==> config.mk <==
export PLATFORM = sky130hd
export DESIGN_NAME = icache_fill_ctrl
export DESIGN_NICKNAME = d
export VERILOG_FILES = /design/src/rtl/icache_pkg.sv /design/src/rtl/icache_fill_ctrl_line_assembler.sv /design/src/rtl/icache_fill_ctrl.sv
export SDC_FILE = /design/constraint.sdc
export NUM_CORES = 1
export LEC_CHECK = 0
export BUFFER_PORTS_ARGS = -buffer_cell sky130_fd_sc_hd__buf_2
export CELL_PAD_IN_SITES_DETAIL_PLACEMENT = 1
export CELL_PAD_IN_SITES_GLOBAL_PLACEMENT = 2
export CORE_UTILIZATION = 34
export CTS_CLUSTER_DIAMETER = 100
export CTS_CLUSTER_SIZE = 24
export DETAILED_ROUTE_END_ITERATION = 6
export PLACE_DENSITY = 0.87
export SYNTH_ARGS = -nofsm -noshare
export SYNTH_HDL_FRONTEND = slang
export SYNTH_SLANG_ARGS = --single-unit
==> constraint.sdc <==
create_clock -name clk -period 3.2 [get_ports clk]
set_input_delay 0.32 -clock clk [delete_from_list [all_inputs] [get_ports clk]]
set_output_delay 0.32 -clock clk [all_outputs]
set_load 0.02 [all_outputs]
==> src/rtl/icache_pkg.sv <==
// Shared types and constants for the I-cache line fill sequencer.
package icache_pkg;

  typedef enum logic [2:0] {
    IDLE,
    REQ,
    DATA,
    DRAIN,
    ACK
  } fill_state_t;

  localparam int unsigned LINE_W        = 256;
  localparam int unsigned LINE_OFS_BITS = 5;
  localparam int unsigned DEF_BEATS     = 4;
  localparam int unsigned BEAT_CNT_W    = $clog2(DEF_BEATS);

  localparam logic [31:0] LINE_OFS_MASK = (32'd1 << LINE_OFS_BITS) - 32'd1;

  function automatic logic [31:0] line_align(input logic [31:0] addr);
    return addr & ~LINE_OFS_MASK;
  endfunction

endpackage

==> src/rtl/icache_fill_ctrl_line_assembler.sv <==
// Beat counter and line buffer: writes each stored beat into its slot of the line,
// lowest address first, and flags the final beat of a line.
module ic_line_assembler
  import icache_pkg::*;
#(
  parameter int unsigned BEAT_W = 64,
  parameter int unsigned BEATS  = DEF_BEATS,
  parameter int unsigned CNT_W  = BEAT_CNT_W
) (
  input  logic              clk,
  input  logic              rst_n,
  input  logic              clr,
  input  logic              wr_en,
  input  logic              store_en,
  input  logic [BEAT_W-1:0] beat_data,
  output logic [LINE_W-1:0] line,
  output logic [CNT_W-1:0]  beat_cnt,
  output logic              last_beat
);

  assign last_beat = (beat_cnt == CNT_W'(BEATS - 1));

  // The buffer is never cleared between fills, so the previous line stays visible
  // until the next fill overwrites it beat by beat.
  always_ff @(posedge clk or negedge rst_n) begin
    if (!rst_n) begin
      beat_cnt <= '0;
      line     <= '0;
    end else begin
      if (clr) begin
        beat_cnt <= '0;
      end else if (wr_en) begin
        beat_cnt <= beat_cnt + CNT_W'(1);
      end
      if (store_en) begin
        line[beat_cnt*BEAT_W +: BEAT_W] <= beat_data;
      end
    end
  end

endmodule

==> src/rtl/icache_fill_ctrl.sv <==
// Miss/fill sequencer for the 16 x 32 B direct-mapped I-cache.
// Optional feature: define ICFILL_TIMEOUT_EN for the bus idle timeout and fill_err.
module icache_fill_ctrl
  import icache_pkg::*;
#(
  parameter int unsigned BEAT_W      = 64,
  parameter int unsigned BEATS       = 4,
  parameter int unsigned TIMEOUT_CYC = 255
) (
  input  logic              clk,
  input  logic              rst_n,
  input  logic              ic_miss,
  input  logic [31:0]       ic_miss_addr,
  input  logic              ic_exp,
  output logic [LINE_W-1:0] ic_fill_data,
  output logic              ic_miss_ack,
  output logic              bus_req,
  output logic [31:0]       bus_addr,
  input  logic              bus_gnt,
  input  logic              bus_rd_valid,
  input  logic [BEAT_W-1:0] bus_rd_data,
  output logic              fill_busy,
  output logic              fill_err
);

  localparam int unsigned CNT_W = (BEATS > 1) ? $clog2(BEATS) : 1;

  if ((BEAT_W * BEATS != LINE_W) || (TIMEOUT_CYC > 255)) begin : g_bad_cfg
    $error("icache_fill_ctrl: BEAT_W*BEATS must be 256 and TIMEOUT_CYC <= 255");
  end

  fill_state_t        state, state_nxt;
  logic [31:0]        addr_q;
  logic [CNT_W-1:0]   beat_cnt;
  logic               last_beat;
  logic               asm_clr, asm_wr, asm_store;
  logic               timeout_hit;

  assign asm_clr   = (state == REQ) && bus_gnt;
  assign asm_wr    = ((state == DATA) || (state == DRAIN)) && bus_rd_valid;
  assign asm_store = (state == DATA) && bus_rd_valid && !ic_exp;

  ic_line_assembler #(
    .BEAT_W (BEAT_W),
    .BEATS  (BEATS),
    .CNT_W  (CNT_W)
  ) u_asm (
    .clk       (clk),
    .rst_n     (rst_n),
    .clr       (asm_clr),
    .wr_en     (asm_wr),
    .store_en  (asm_store),
    .beat_data (bus_rd_data),
    .line      (ic_fill_data),
    .beat_cnt  (beat_cnt),
    .last_beat (last_beat)
  );

`ifdef ICFILL_TIMEOUT_EN
  logic [7:0] idle_cnt;
  logic       in_bus_phase;

  assign in_bus_phase = (state == REQ) || (state == DATA) || (state == DRAIN);
  assign timeout_hit  = in_bus_phase && (idle_cnt == 8'(TIMEOUT_CYC));

  always_ff @(posedge clk or negedge rst_n) begin
    if (!rst_n) begin
      idle_cnt <= '0;
    end else if (!in_bus_phase || bus_gnt || bus_rd_valid) begin
      idle_cnt <= '0;
    end else begin
      idle_cnt <= idle_cnt + 8'd1;
    end
  end
`else
  assign timeout_hit = 1'b0;
`endif

  always_ff @(posedge clk or negedge rst_n) begin
    if (!rst_n) begin
      state <= IDLE;
    end else begin
      state <= state_nxt;
    end
  end

  always_ff @(posedge clk or negedge rst_n) begin
    if (!rst_n) begin
      addr_q <= '0;
    end else if ((state == IDLE) && ic_miss && !ic_exp) begin
      addr_q <= line_align(ic_miss_addr);
    end
  end

  always_comb begin
    state_nxt = state;
    unique case (state)
      IDLE:  if (ic_miss && !ic_exp) state_nxt = REQ;
      REQ: begin
        if (bus_gnt)     state_nxt = ic_exp ? DRAIN : DATA;
        else if (ic_exp) state_nxt = IDLE;
      end
      DATA: begin
        // An abort on the final beat has nothing left to drain.
        if (bus_rd_valid && last_beat) state_nxt = ic_exp ? IDLE : ACK;
        else if (ic_exp)               state_nxt = DRAIN;
      end
      DRAIN: if (bus_rd_valid && last_beat) state_nxt = IDLE;
      ACK:   state_nxt = IDLE;
      default: state_nxt = IDLE;
    endcase
    if (timeout_hit) state_nxt = IDLE;
  end

  always_comb begin
    bus_req     = 1'b0;
    bus_addr    = '0;
    ic_miss_ack = 1'b0;
    fill_busy   = (state != IDLE);
    fill_err    = timeout_hit;
    if (state == REQ) begin
      bus_req  = 1'b1;
      bus_addr = addr_q;
    end
    if (state == ACK) ic_miss_ack = 1'b1;
  end

endmodule

---- Yosys cells after proc, flatten, opt, wreduce, memory -nomap -nowiden ----
Cells that the tools add are included.
operators by class
  add/subtract/negate cells ............... 2
  eq/ne operators ......................... 9
  shifts and indexed selects .............. 2
  multiplexer cells ....................... 15
  reductions and logical operators ........ 14
operators with widths
  operator                   count
  $bwmux 256                 1
  $shift 64x34->256 const A  1
  $shiftx 64x34->256         1
  $neg 8->34                 1
  $mux 32                    1
  $mux 3                     7
  $pmux 3 s4                 1
  $logic_and 1x1->1          8
  $eq 3x2->1 const B         2
  $mux 2                     2
  $ne 2x1->1 const B         2
  $reduce_and 4->1           1
  $eq 3x1->1 const B         1
  $eq 3x3->1 const B         1
  $logic_not 3->1            1
  $mux 1                     3
  $ne 3x2->1 const B         1
  $ne 3x3->1 const B         1
  $reduce_bool 3->1          1
  $add 2x1->2 const B        1
  $eq 2x2->1 const B         1
  $reduce_bool 2->1          1
  $logic_not 1->1            1
  $logic_or 1x1->1           1
storage, ports and cells
  bits of input ports ..................... 102
  logic and storage cells ................. 46
  output and inout bits ................... 292
  register bits after elaboration ......... 288

---- Longest topological paths before layout ----
  depth in word-level cells ............... 5
  gate-level depth with buffers ........... 7

---- By module ----
A second synthesis with hierarchy kept.
unflattened totals
  cell total of the unflattened synthesis .. 889
  area total of the unflattened synthesis .. 12304.3 µm²
by module, submodules not included
  module             area each (µm²)  instances  sequential area each (µm²)  cells an instance
  ic_line_assembler  10759.1          1          6456.2                      773
  icache_fill_ctrl   1545.2           1          750.7                       116

---- Worst setup path after synthesis ----
OpenSTA, ideal clock, no wires.
  path type ............................... register to register
  start point ............................. reg u_asm.beat_cnt[0]
  end point ............................... reg u_asm.line[193]
  arrival ................................. 1.793 ns
  slack ................................... 1.327 ns
  period minus slack after synthesis ...... 1.873 ns
  cell stages (with the launch flop) ...... 8
  cell sequence ........................... dfrtp_1 > inv_1 > ha_1 > nor4b_4 > buf_4 > buf_2 > nand2_1 > mux2i_1
on the way
  longest elaborated chain between the ends .. 3
  elaborated cells on any way between the ends .. 4
  those cells by class .................... 1 x add/sub; 2 x shift; 1 x mux
ends and longest elaborated chain
  element                                                         line                                   source
  start: declaration                                              icache_fill_ctrl_line_assembler.sv:17  output logic [CNT_W-1:0] beat_cnt,
  start signal: assignment                                        icache_fill_ctrl_line_assembler.sv:33  beat_cnt <= beat_cnt + CNT_W'(1);
  $neg 8->34 *                                                    icache_fill_ctrl_line_assembler.sv:36  line[beat_cnt*BEAT_W +: BEAT_W] <= beat_data;
  $shiftx 64x34->256 / $shift 64x34->256 (equally long branches)  icache_fill_ctrl_line_assembler.sv:36
  $bwmux 256 *                                                    icache_fill_ctrl_line_assembler.sv:36
  end signal: indexed assignment                                  icache_fill_ctrl_line_assembler.sv:36
  end: declaration                                                icache_fill_ctrl_line_assembler.sv:16  output logic [LINE_W-1:0] line,
Mark *: on every way between the ends. The rest lies on a longest branch, timed or not.
A chain may end at the register's enable or synchronous reset.

---- Worst setup path after layout ----
  start point ............................. reg state[1]
  end point ............................... out bus_addr[30]
on the way
  longest elaborated chain between the ends .. 2
ends and longest elaborated chain
  element                   line                     source
  start: declaration        icache_fill_ctrl.sv:32   fill_state_t state, state_nxt;
  start signal: assignment  icache_fill_ctrl.sv:83   state <= state_nxt;
  $eq 3x1->1                icache_fill_ctrl.sv:121  if (state == REQ) begin
  $mux 32                   icache_fill_ctrl.sv:121
  end: declaration          icache_fill_ctrl.sv:18   output logic [31:0] bus_addr,
Every way passes these cells.

==> metrics.md <==
| Metric | Value |
|---|---|
| Outcome | finished, final reports clean |
| Final net count | ~1700 |
| Total CTS buffers | 16 |
| DP HPWL | approximately 27000 um |
| Setup_tns | 0 ns |
| Fin crit period | between 2 and 3 ns |
| Clk slew on worst S/H paths | 0.10 ns |
| Leakage | 8.73 nW |
| Number of port buffers | 382 |
| Slew Limit Fails | 0 |
| Worst hold path depth | 2 |
| Least-Margin Pin Slew | 0.842 ns |
| Reg2Reg Launch Point | u_asm.beat_cnt[0]$_DFFE_PN0P_ |
| Post-Synthesis Cell Area | 0.0131 mm^2 |
| Post-CTS setup buffers | 0 |
| Die W | 198 um |
| Largest family of logic cells by synthesized area | multiplexers |
| Worst reg2reg endpoint | u_asm.line[169]$_DFFE_PN0P_ |
| Post-synth cell types | 31 |
| Rel. slew slack | 0.437 |
| Yosys warns | 0 |
| Hold Startpoint | ic_miss_addr[16] |
| R2R Setup Slk | 0.83 ns |
| Maximum clock path buffer count | 3 |
| Min-Delay Path Class | primary input to register |
| Post-synthesis xor/xnor area fraction | 0.000671 |
| Synth Area in Compound Gates | 0.00326 |
| Htree depth | 1 |
| Cell Pwr Density | 1030 mW/mm^2 |
| Vias per cell | about 4.5 |
| Start point of the critical path | state[1]$_DFFE_PN0P_ |
| Critical path's top delay family | simple AND/OR/NAND/NOR gates |
| Placer congestion estimate | around 0.78 |
| Post-synth top area share | 0.552 |
| Worst hold endpoint | addr_q[16]$_DFFE_PN0P_ |
| Ys flop type | dfrtp_1 |
| Share of cells above drive strength 1 | 0.292 |
| Yosys reg bits | between 200 and 300 |
| Synth Area in Simple Gates | 0.0998 |
| Ys async rst share | 1.00 |
| Worst endpoint data arrival time | approximately 2.4 ns |
| PostCTS Resize Cnt | 0 |
| Hold Vio Cnt, Final | 0 |
| Rows | 71 |
| Synth Instances | 1218 |
| Reg2Reg Depth | 6 |
| Post-synth top cells | dfrtp_1, inv_1, nand2_1 |
| MaxCap Viol Count | 0 |
| GR Overflow Total | 0 |
| DR WL/cell | about 18 um |
| Drc violations | 0 |
| CTS tree | done |
| 1st-pass router iterations | 4 |
| First DRT Iteration DRCs | approximately 230 |
| Crit share post-route | 0.842 |
| Fmax | 0.371 GHz |
| GRT Total Usage | 0.198 |
| Largest net degree at the start of global routing | 79 |
| Synthesis-to-finish area growth | 22.1% |
| Slowest stage cell, crit path | nor3b_2 |
| Die Y | between 150 and 200 um |
| DRT antenna net count | 0 |
| Unrepaired setup endpoints after global routing | no |
| Synth top area cells | dfrtp_1, mux2i_1, inv_1 |
| Finish-stage setup viols | 0 |
| Worst skew pair latency | 0.51 ns |
| Seq/Total Area, Yosys | 0.552 |
| Cell type with the highest aggregate area in the netlist | dfrtp_1 |
| CORE AREA | around 0.038 mm^2 |
| Top-count cell post-synth | dfrtp_1 |
| Maximum VDD drop | roughly 550 uV |
| Clk_skew | about 0.024 ns |
| Drt total wl | ~39000 um |
| Critical path type | register to output port |
| Cts hold-fix bufs | 2 |
| Root Buffer | clkbuf_16 |
| Mux share of post-synthesis cell area | 0.226 |
| Initial antenna violation count | 1 |
| Clock sinks | roughly 290 |
| Worst hold slack | roughly 0.029 ns |
| Post-Synth Adder-Cell Area | 0.00479 |
| Buf/Inv on CP | 2 |
| Global-route wire length before repair | 60300 um |
| Post-synth EDFFs | 0 |
| Worst Path Max Fanout | 16 |
| I/O pin count | between 300 and 400 |
| Die ar. | 0.0392 mm^2 |
| DP Area | 0.0155 mm^2 |
| Vias | about 9500 |
| Final Cell Area | 0.0159 mm^2 |
| Post-Syn Area per Cell | ~11 um^2 |
| CP required | 2.88 ns |
| Critical Path Sink Type | output port |
| Vias in the first global route | 10400 |
| Starting Density | 0.346 |
| Critical Path Source Type | register |
| Crit-path cells | nor3b_2, buf_4, and2_1, buf_2 |
| Slowest stage delay, CP | 0.70 ns |
cell usage in the layout (no fill, tap or decap), drive strengths merged, types with 2 or more instances in the layout:
master and n:
nor3b 3, nor4b 2, buf 407, conb 6
mux2i 257, or2 2, nand4 2, inv 261
clkbuf 17, nor3 2, dfrtp 288, nand2 259
a21oi 4, dlygate4sd3 2, and4 2, and2 27
mux2 27, ha 5, nand3b 2
stage by stage:
stage / std cells / worst slack [ns] / power, mW / utilization
after floorplan: 1223 / 1.33 / 11.2 / -
after global placement: 2073 / 0.917 / 14.1 / 0.409
after detailed placement: 2073 / 0.849 / 14.4 / 0.409
after CTS: 2094 / 0.440 / 16.7 / 0.422
after global routing: 2094 / 0.307 / 17.6 / 0.422
final: 2095 / 0.504 / 16.5 / 0.422
sequential cells by signal, indices dropped and copies added, names as in the netlist:
signal and cells:
u_asm.line 256, addr_q 27, state 3, u_asm.beat_cnt 2
cells by family (layout without fill, tap and decap cells):
family                   count (synthesis)  after routing
AO/OA/AOI/OAI                            7              7
XOR/XNOR                                 1              1
adder cells (fa/ha/maj)                  5              5
buffers and inverters                  328            688
flip-flops                             288            288
multiplexers                           284            284
other                                    1              7
AND/OR/NAND/NOR                        304            304
worst reg2reg max path: stages, from the launching register on:
cell and delay [ns]:
dfrtp_1 0.54, inv_1 0.18, ha_1 0.49, nor4b_2 0.52
buf_12 0.29, nand2_1 0.12, mux2i_1 0.15
layout make-up:
type	instances	area [um^2]
Sequential cell	288	7210
Antenna cell	1	2.50
Timing Repair Buffer	409	2240
Clock buffer	17	425
Tap cell	511	639
Fill cell	4340	21800
Multi-Input combinational cell	607	4410
Inverter	260	976
Clock inverter	2	28.8
where the power goes:
| part | internal, mW | switching [mW] |
|---|---|---|
| logic | 2.70 | 5.20 |
| registers | 5.38 | 0.944 |
| clock network | 0.976 | 1.26 |
| total | 9.06 | 7.41 |
per-layer routing:
layer  track usage  routed length, um  part of all wire
met4        0.0537               1080             0.028
met5             0                 17           0.00044
met3        0.0509               2550             0.066
met2         0.344              18900              0.49
met1         0.242              16200              0.42
worst max path at each step:
stage	cells past startpoint	to	slack [ns]
after floorplan	7	u_asm.line[193]$_DFFE_PN0P_	1.33
after global placement	5	addr_q[12]$_DFFE_PN0P_	0.92
after detailed placement	6	u_asm.line[132]$_DFFE_PN0P_	0.85
after CTS	4	bus_addr[27]	0.44
after global routing	4	bus_addr[30]	0.31
final	4	bus_addr[30]	0.50
No activity file was read; power rests on OpenSTA's default activity.
